`config.mk`:
```
export PLATFORM = sky130hd
export DESIGN_NAME = mcpi_engine_flat
export DESIGN_NICKNAME = d
export VERILOG_FILES = /design/src/rtl/mcpi_engine_if.sv /design/src/rtl/mcpi_engine.sv /design/src/flat_wrapper.sv
export SDC_FILE = /design/constraint.sdc
export NUM_CORES = 1
export LEC_CHECK = 0
export CAP_MARGIN = 25
export CORE_ASPECT_RATIO = 0.5
export CORE_UTILIZATION = 58
export CTS_CLUSTER_SIZE = 12
export DETAILED_ROUTE_END_ITERATION = 7
export GPL_ROUTABILITY_DRIVEN = 0
export PLACE_DENSITY = 0.9
export SYNTH_ARGS = -nofsm -noshare
export SYNTH_HDL_FRONTEND = slang
export SYNTH_SLANG_ARGS = --single-unit
```
`constraint.sdc`:
```
create_clock -name clk -period 4.2 [get_ports clk]
set_clock_uncertainty 0.15 [all_clocks]
set_input_delay 0.84 -clock clk [delete_from_list [all_inputs] [get_ports clk]]
set_output_delay 0.84 -clock clk [all_outputs]
set_load 0.02 [all_outputs]
```
`src/rtl/mcpi_engine_if.sv`:
```
// Host-side bundle for mcpi_engine: batch control, seeding and result reporting.
interface mcpi_engine_if #(
    parameter int unsigned CW = 16
) ();
    logic          start;
    logic          seed_load;
    logic [15:0]   seed;
    logic [CW-1:0] n_samples;
    logic          busy;
    logic          done;
    logic [CW-1:0] cnt_total;
    logic [CW-1:0] cnt_in;
    logic          smp_valid;
    logic          smp_in;

    modport master (
        output start, seed_load, seed, n_samples,
        input  busy, done, cnt_total, cnt_in, smp_valid, smp_in
    );

    modport slave (
        input  start, seed_load, seed, n_samples,
        output busy, done, cnt_total, cnt_in, smp_valid, smp_in
    );
endinterface

```
`src/rtl/mcpi_engine.sv`:
```
// Monte Carlo pi estimator: LFSR-drawn (x, y) pairs, sequential shift-add squaring,
// and inside-unit-circle counting over a programmable batch.
module mcpi_engine #(
    parameter int unsigned W  = 8,
    parameter int unsigned CW = 16
) (
    input logic            clk,
    input logic            rst,
    mcpi_engine_if.slave   bus
);
    localparam int unsigned SW = 2 * W + 1;
    localparam int unsigned BW = $clog2(W + 1);
    localparam logic [15:0] Taps = 16'hB400;

    typedef enum logic [2:0] {
        StIdle,
        StLoadX,
        StSqX,
        StLoadY,
        StSqY,
        StCmp,
        StDone
    } state_e;

    state_e          state_q, state_d;
    logic [15:0]     lfsr_q, lfsr_d;
    logic [W-1:0]    opnd_q, opnd_d;
    logic [2*W-1:0]  mcand_q, mcand_d;
    logic [2*W-1:0]  acc_q, acc_d;
    logic [BW-1:0]   bit_q, bit_d;
    logic [SW-1:0]   sum_q, sum_d;
    logic [CW-1:0]   n_q, n_d;
    logic [CW-1:0]   cnt_total_q, cnt_total_d;
    logic [CW-1:0]   cnt_in_q, cnt_in_d;
    logic            busy_q, busy_d;
    logic            done_q, done_d;
    logic            smp_valid_q, smp_valid_d;
    logic            smp_in_q, smp_in_d;

    logic [15:0]     lfsr_adv;
    logic [2*W-1:0]  acc_step;
    logic            sq_last;
    logic            more;

    // Next-state and registered-output computation for the whole engine.
    always_comb begin
        state_d     = state_q;
        lfsr_d      = lfsr_q;
        opnd_d      = opnd_q;
        mcand_d     = mcand_q;
        acc_d       = acc_q;
        bit_d       = bit_q;
        sum_d       = sum_q;
        n_d         = n_q;
        cnt_total_d = cnt_total_q;
        cnt_in_d    = cnt_in_q;
        busy_d      = busy_q;
        done_d      = 1'b0;
        smp_valid_d = 1'b0;
        smp_in_d    = smp_in_q;

        lfsr_adv = (lfsr_q >> 1) ^ (lfsr_q[0] ? Taps : 16'h0000);
        // The multiplicand copy is pre-shifted each cycle, so it always equals copy << bit index.
        acc_step = acc_q + (opnd_q[0] ? mcand_q : '0);
        sq_last  = (bit_q == BW'(W - 1));
        more     = (({1'b0, cnt_total_q} + {{CW{1'b0}}, 1'b1}) < {1'b0, n_q});

        unique case (state_q)
            StIdle: begin
                busy_d = 1'b0;
                if (bus.start) begin
                    n_d         = bus.n_samples;
                    cnt_total_d = '0;
                    cnt_in_d    = '0;
                    busy_d      = 1'b1;
                    if (bus.n_samples == '0) begin
                        state_d = StDone;
                        done_d  = 1'b1;
                    end else begin
                        state_d = StLoadX;
                    end
                end else if (bus.seed_load) begin
                    lfsr_d = (bus.seed == 16'h0000) ? 16'h0001 : bus.seed;
                end
            end
            StLoadX, StLoadY: begin
                lfsr_d  = lfsr_adv;
                opnd_d  = lfsr_adv[W-1:0];
                mcand_d = {{W{1'b0}}, lfsr_adv[W-1:0]};
                acc_d   = '0;
                bit_d   = '0;
                if (state_q == StLoadX) begin
                    sum_d   = '0;
                    state_d = StSqX;
                end else begin
                    state_d = StSqY;
                end
            end
            StSqX, StSqY: begin
                acc_d   = acc_step;
                opnd_d  = opnd_q >> 1;
                mcand_d = mcand_q << 1;
                bit_d   = bit_q + BW'(1);
                if (sq_last) begin
                    sum_d = sum_q + {1'b0, acc_step};
                    if (state_q == StSqX) begin
                        state_d = StLoadY;
                    end else begin
                        state_d     = StCmp;
                        smp_valid_d = 1'b1;
                        // Inside when x^2 + y^2 < 2^(2W), i.e. the top sum bit is clear.
                        smp_in_d    = ~sum_d[SW-1];
                    end
                end
            end
            StCmp: begin
                cnt_total_d = cnt_total_q + CW'(1);
                cnt_in_d    = cnt_in_q + {{(CW - 1){1'b0}}, smp_in_q};
                if (more) begin
                    state_d = StLoadX;
                end else begin
                    state_d = StDone;
                    done_d  = 1'b1;
                end
            end
            StDone: begin
                busy_d  = 1'b0;
                state_d = StIdle;
            end
            default: begin
                state_d = StIdle;
                busy_d  = 1'b0;
            end
        endcase
    end

    // State register with synchronous reset.
    always_ff @(posedge clk) begin
        if (rst) begin
            state_q     <= StIdle;
            lfsr_q      <= 16'h0001;
            opnd_q      <= '0;
            mcand_q     <= '0;
            acc_q       <= '0;
            bit_q       <= '0;
            sum_q       <= '0;
            n_q         <= '0;
            cnt_total_q <= '0;
            cnt_in_q    <= '0;
            busy_q      <= 1'b0;
            done_q      <= 1'b0;
            smp_valid_q <= 1'b0;
            smp_in_q    <= 1'b0;
        end else begin
            state_q     <= state_d;
            lfsr_q      <= lfsr_d;
            opnd_q      <= opnd_d;
            mcand_q     <= mcand_d;
            acc_q       <= acc_d;
            bit_q       <= bit_d;
            sum_q       <= sum_d;
            n_q         <= n_d;
            cnt_total_q <= cnt_total_d;
            cnt_in_q    <= cnt_in_d;
            busy_q      <= busy_d;
            done_q      <= done_d;
            smp_valid_q <= smp_valid_d;
            smp_in_q    <= smp_in_d;
        end
    end

    assign bus.busy      = busy_q;
    assign bus.done      = done_q;
    assign bus.cnt_total = cnt_total_q;
    assign bus.cnt_in    = cnt_in_q;
    assign bus.smp_valid = smp_valid_q;
    assign bus.smp_in    = smp_in_q;
endmodule

```
`src/flat_wrapper.sv`:
```
// flat-port wrapper written by rule: the top's interface ports become plain ports
module mcpi_engine_flat 
#(
    parameter int unsigned W  = 8,
    parameter int unsigned CW = 16
)
  (clk, rst, bus_start, bus_seed_load, bus_seed, bus_n_samples, bus_busy, bus_done, bus_cnt_total, bus_cnt_in, bus_smp_valid, bus_smp_in);
  mcpi_engine_if #(.CW(CW)) bus_i ();
  input logic clk;
  input logic rst;
  input wire logic [$bits(bus_i.start)-1:0] bus_start;
  input wire logic [$bits(bus_i.seed_load)-1:0] bus_seed_load;
  input wire logic [$bits(bus_i.seed)-1:0] bus_seed;
  input wire logic [$bits(bus_i.n_samples)-1:0] bus_n_samples;
  output wire logic [$bits(bus_i.busy)-1:0] bus_busy;
  output wire logic [$bits(bus_i.done)-1:0] bus_done;
  output wire logic [$bits(bus_i.cnt_total)-1:0] bus_cnt_total;
  output wire logic [$bits(bus_i.cnt_in)-1:0] bus_cnt_in;
  output wire logic [$bits(bus_i.smp_valid)-1:0] bus_smp_valid;
  output wire logic [$bits(bus_i.smp_in)-1:0] bus_smp_in;
  assign bus_i.start = bus_start;
  assign bus_i.seed_load = bus_seed_load;
  assign bus_i.seed = bus_seed;
  assign bus_i.n_samples = bus_n_samples;
  assign bus_busy = bus_i.busy;
  assign bus_done = bus_i.done;
  assign bus_cnt_total = bus_i.cnt_total;
  assign bus_cnt_in = bus_i.cnt_in;
  assign bus_smp_valid = bus_i.smp_valid;
  assign bus_smp_in = bus_i.smp_in;
  mcpi_engine #(.W(W), .CW(CW)) u_core (.clk(clk), .rst(rst), .bus(bus_i));
endmodule
```
==> impl_summary.md <==
Status
The flow ran to the end, and the final reports show no timing, DRC or antenna violations.

Critical path
The critical path goes through and2_1 -> ha_1 -> inv_1 -> fa_1 -> nor2b_2 -> o31ai_4 -> a211oi_2 -> o31ai_1 -> xnor2_1 -> ha_1 -> and3_1 -> a2111oi_4 -> a211oi_2 -> nor2_1 -> o21ai_1 -> a21oi_1. The kind of launch point of the worst setup path is a flop. The critical path's largest stage delay is 0.42 ns. Data on the critical path arrives at its endpoint at 4.19 ns.

By startpoint and endpoint, the worst setup path is classified as reg2reg. The critical-path cell with the highest stage delay is sky130_fd_sc_hd__fa_1. Data on the critical path is required at its endpoint by 4.39 ns.

The kind of capture point of the worst setup path is a flop. The biggest fanout along the worst timing path is 5.

Power
Internal power comes to 2.547 mW. The sequential fraction of design power is 0.384. The share of total power dissipated in the clock network is 0.380. The worst ir drop on vdd is 0.2623 mV. The overall power is 3.873 mW. Summed over all nets, the switching power comes to 1.326 mW. In this run the static leakage power is 3.501 nW. Power spread over the standard cell area amounts to 429.5 mW/mm^2.

The share of total power dissipated in combinational logic is 0.236. The share of total power consumed by net switching is 0.3423.

Final layout
In the layout the commonest cells are 171 x sky130_fd_sc_hd__nand2_1, 132 x sky130_fd_sc_hd__dfxtp_1, 110 x sky130_fd_sc_hd__a21oi_1. The antenna diode count is 0. The library cell used most frequently in the layout, excluding fill and tap cells, is sky130_fd_sc_hd__nand2_1. In the final layout, the share of cells above drive strength 1 is 0.06840. The final layout contains 1115 nets. From synthesis to final layout, the design area changed by 18.85%.

Timing
Setup violations remaining at the end of the flow were counted as 0. At the pin with the least slew margin, the transition time is 0.9925 ns. Final hold analysis gives a worst-case slack of 0.2988 ns. The maximum operating frequency is 250.3 MHz.

After layout, the minimum clock period comes to 3.995 ns. The worst slew margin relative to its limit is 0.3383. The share of the cycle needed by the critical path after routing is 0.9513. Across all setup checks in the final design, the least slack found is 0.2045 ns. The number of failing hold endpoints at the final stage is 0. The final count of pins violating max slew is 0.

Clocking
The clock tree from TritonCTS is built. The register clock-pin slew on the reported worst setup and hold paths is 0.06 ns. The clock drives 132 sinks. For the worst-skew pair, the clock arrives at the later sink with an insertion delay of 0.43 ns. The clock buffer count from CTS is 17. The clock root buffer master is sky130_fd_sc_hd__clkbuf_16. The post-cts hold buffer count is 0.

No sink is reached through more buffers than the 2 on the longest clock path. The H-tree depth reported by CTS is 4.

Yosys
The number of distinct library cells after synthesis is 59. During synthesis, Yosys emitted a total of 0 warnings. The share of flip-flops with an asynchronous set or reset after synthesis is 0. The register bit count reported by yosys is 132.

The synthesized instance count is 977. For this run, the leading register cell type out of synthesis is sky130_fd_sc_hd__dfxtp_1. The cell accounting for the most synthesized area is sky130_fd_sc_hd__dfxtp_1. The mean instance size in the synthesized netlist is 7.765 sq um. Sorting the synthesized cells by area gives the leading types as sky130_fd_sc_hd__dfxtp_1 35%, sky130_fd_sc_hd__nand2_1 8.5%, sky130_fd_sc_hd__ha_1 8.4%, sky130_fd_sc_hd__a21oi_1 7.3%, sky130_fd_sc_hd__nor2_1 3.8%. The synthesized net count is 1066.

Of the post-synthesis cell area, the dominant cell type holds 0.3483. The number of enable-type register cells in the synthesized netlist is 0. The post-synthesis cell area is 0.007586 sq mm. Of the synthesized area, sequential elements account for 0.3483.

Placed design
Before CTS, the worst setup slack after placement is 0.1631 ns. Detailed placement ended at an HPWL of 12.58 mm. The number of buffer cells added on primary ports is 71.

Job
The number of max-cap violations is 0.

Global routing
The remaining global-route overflow is 0. The via count of the first global-routing pass is 7133. The initial antenna violation count is 0.

The aggregate global-route resource usage is 0.2956. The first-pass GRT wire length is 32.55 mm. The maximum number of pins on one net before global-route repair is 74.

Route
The number of detailed-routing iterations run before antenna repair is 5. In the routed design, unresolved DRC markers number 0. Once detail routing completed, the nets flagged for antenna violations numbered 0.

The count of routing violations after the opening detailed-route iteration is 564. The routed wire length is 19.82 mm. The detailed router placed 7402 vias in this run. The average via count per standard cell is 6.127. The routed length per placed instance is 16.41 um.

Floorplan
The core area is 0.01270 sq mm. In this run the core area contains 29 standard-cell rows. The floorplan step set the die width to 163.7 um. The floorplan step set the die height to 82.87 um. The initial standard-cell utilization of the core is 0.5973. The I/O pin total is 72. The overall die area is 0.01357 sq mm.

Worst hold path
The class of the tightest hold or removal check is reg2reg.
==> Yosys cell counts, types with 3 or more instances <==
| cell type | count |
|---|---|
| sky130_fd_sc_hd__nand2_1 | 171 |
| sky130_fd_sc_hd__dfxtp_1 | 132 |
| sky130_fd_sc_hd__a21oi_1 | 111 |
| sky130_fd_sc_hd__nor2_1 | 76 |
| sky130_fd_sc_hd__ha_1 | 51 |
| sky130_fd_sc_hd__nand3_1 | 45 |
| sky130_fd_sc_hd__o21ai_0 | 39 |
| sky130_fd_sc_hd__clkbuf_1 | 29 |
| sky130_fd_sc_hd__inv_1 | 26 |
| sky130_fd_sc_hd__xnor2_1 | 21 |
| sky130_fd_sc_hd__xor2_1 | 20 |
| sky130_fd_sc_hd__a31oi_1 | 18 |
| sky130_fd_sc_hd__and2_1 | 17 |
| sky130_fd_sc_hd__and3_1 | 16 |
| sky130_fd_sc_hd__buf_2 | 15 |
| sky130_fd_sc_hd__a21o_1 | 14 |
| sky130_fd_sc_hd__nor3_1 | 14 |
| sky130_fd_sc_hd__a22oi_1 | 12 |
| sky130_fd_sc_hd__a311oi_1 | 12 |
| sky130_fd_sc_hd__nand2b_1 | 11 |
| sky130_fd_sc_hd__nor4_1 | 11 |
| sky130_fd_sc_hd__a211oi_1 | 10 |
| sky130_fd_sc_hd__nand4_1 | 8 |
| sky130_fd_sc_hd__o21a_1 | 8 |
| sky130_fd_sc_hd__o211ai_1 | 7 |
| sky130_fd_sc_hd__or3_1 | 7 |
| sky130_fd_sc_hd__o31ai_1 | 6 |
| sky130_fd_sc_hd__or2_2 | 6 |
| sky130_fd_sc_hd__nand3b_1 | 5 |
| sky130_fd_sc_hd__and4_1 | 4 |
| sky130_fd_sc_hd__nor3b_1 | 4 |
| sky130_fd_sc_hd__o21ai_1 | 4 |
| sky130_fd_sc_hd__o22ai_1 | 4 |
| sky130_fd_sc_hd__a2111oi_2 | 3 |
| sky130_fd_sc_hd__a21boi_0 | 3 |
| sky130_fd_sc_hd__buf_1 | 3 |
| sky130_fd_sc_hd__or4_1 | 3 |
==> registers in the layout, indices dropped and copies added, names as in the netlist <==
signal	flops
u_core.bus.cnt_total	16
u_core.acc_q	16
u_core.opnd_q	8
u_core.bus.busy	1
u_core.n_q	16
u_core.bit_q	4
u_core.sum_q	17
u_core.bus.smp_valid	1
u_core.mcand_q	16
u_core.bus.cnt_in	16
u_core.bus.smp_in	1
u_core.lfsr_q	16
u_core.state_q	3
u_core.bus.done	1
==> per-stage QoR <==
stage	util	setup TNS, ns	instances	area [sq um]
4_1_cts	0.7030	0	1207	8927
5_1_grt	0.7100	-0.03632	1208	9016
3_5_place_dp	0.6571	0	1176	8346
3_3_place_gp	0.6571	0	1176	8346
2_1_floorplan	-	0	977	7586
6_report	0.7100	0	1208	9016
==> cells by family (layout without fill, tap and decap cells) <==
| logic type | count (synthesis) | in the layout | share of synthesized area |
|---|---|---|---|
| AND/OR/NAND/NOR | 411 | 411 | 0.2565 |
| AO/OA/AOI/OAI | 261 | 261 | 0.2116 |
| flip-flops | 132 | 132 | 0.3483 |
| buffers and inverters | 76 | 137 | 0.04206 |
| adder cells (fa/ha/maj) | 53 | 53 | 0.08939 |
| XOR/XNOR | 42 | 42 | 0.04948 |
| multiplexers | 2 | 2 | 0.002639 |
==> area by class of cell <==
type / count / area, sq um
Tap cell: 170 / 212.7
Clock inverter: 14 / 156.4
Clock buffer: 17 / 425.4
Sequential cell: 132 / 2643
Inverter: 26 / 97.59
Timing Repair Buffer: 80 / 795.8
Multi-Input combinational cell: 769 / 4686
Fill cell: 953 / 3684
==> per-layer routing <==
layer	global-route usage	up-vias	part of all wire
met4	0.1313	0	0.032
met5	0	-	0
met2	0.5050	280	0.49
met3	0.05944	67	0.059
met1	0.3594	3483	0.42
li1	-	3572	-
==> power groups by stage <==
stage / sequential, mW / combinational (mW) / clock, mW
final: 1.49 / 0.913 / 1.47
after global routing: 1.50 / 1.01 / 1.54
after CTS: 1.48 / 0.879 / 1.48
after detailed placement: 1.51 / 0.865 / 0
after global placement: 1.50 / 0.834 / 0
after floorplan: 1.48 / 0.680 / 0
==> worst paths after layout <==
check / from / slack [ns] / depth (start not counted) / endpoint
hold reg to reg: u_core.sum_q[11] / 0.30 / 2 / u_core.sum_q[11]
setup reg to reg: u_core.mcand_q[0] / 0.20 / 16 / u_core.sum_q[16]
hold / removal: u_core.sum_q[11] / 0.30 / 2 / u_core.sum_q[11]
setup / recovery: u_core.mcand_q[0] / 0.20 / 16 / u_core.sum_q[16]
==> critical path, delay by kind of cell, from the launching register on <==
family                     cells  cell delay (ns)
AOI/OAI and AO/OA              7             1.31
adders and majority gates      3             0.97
and+or+nand+nor                4             0.81
DFF                            1             0.35
xor gates and xnor gates       1             0.27
buffers and inverters          1             0.07
==> repair_timing <==
item | CTS | global route
hold endpoints to repair | 0 | 0
setup endpoints to repair | 0 | 5
gates resized for setup | 0 | 17
setup buffers | 0 | 0
No activity file was read; power rests on OpenSTA's default activity.
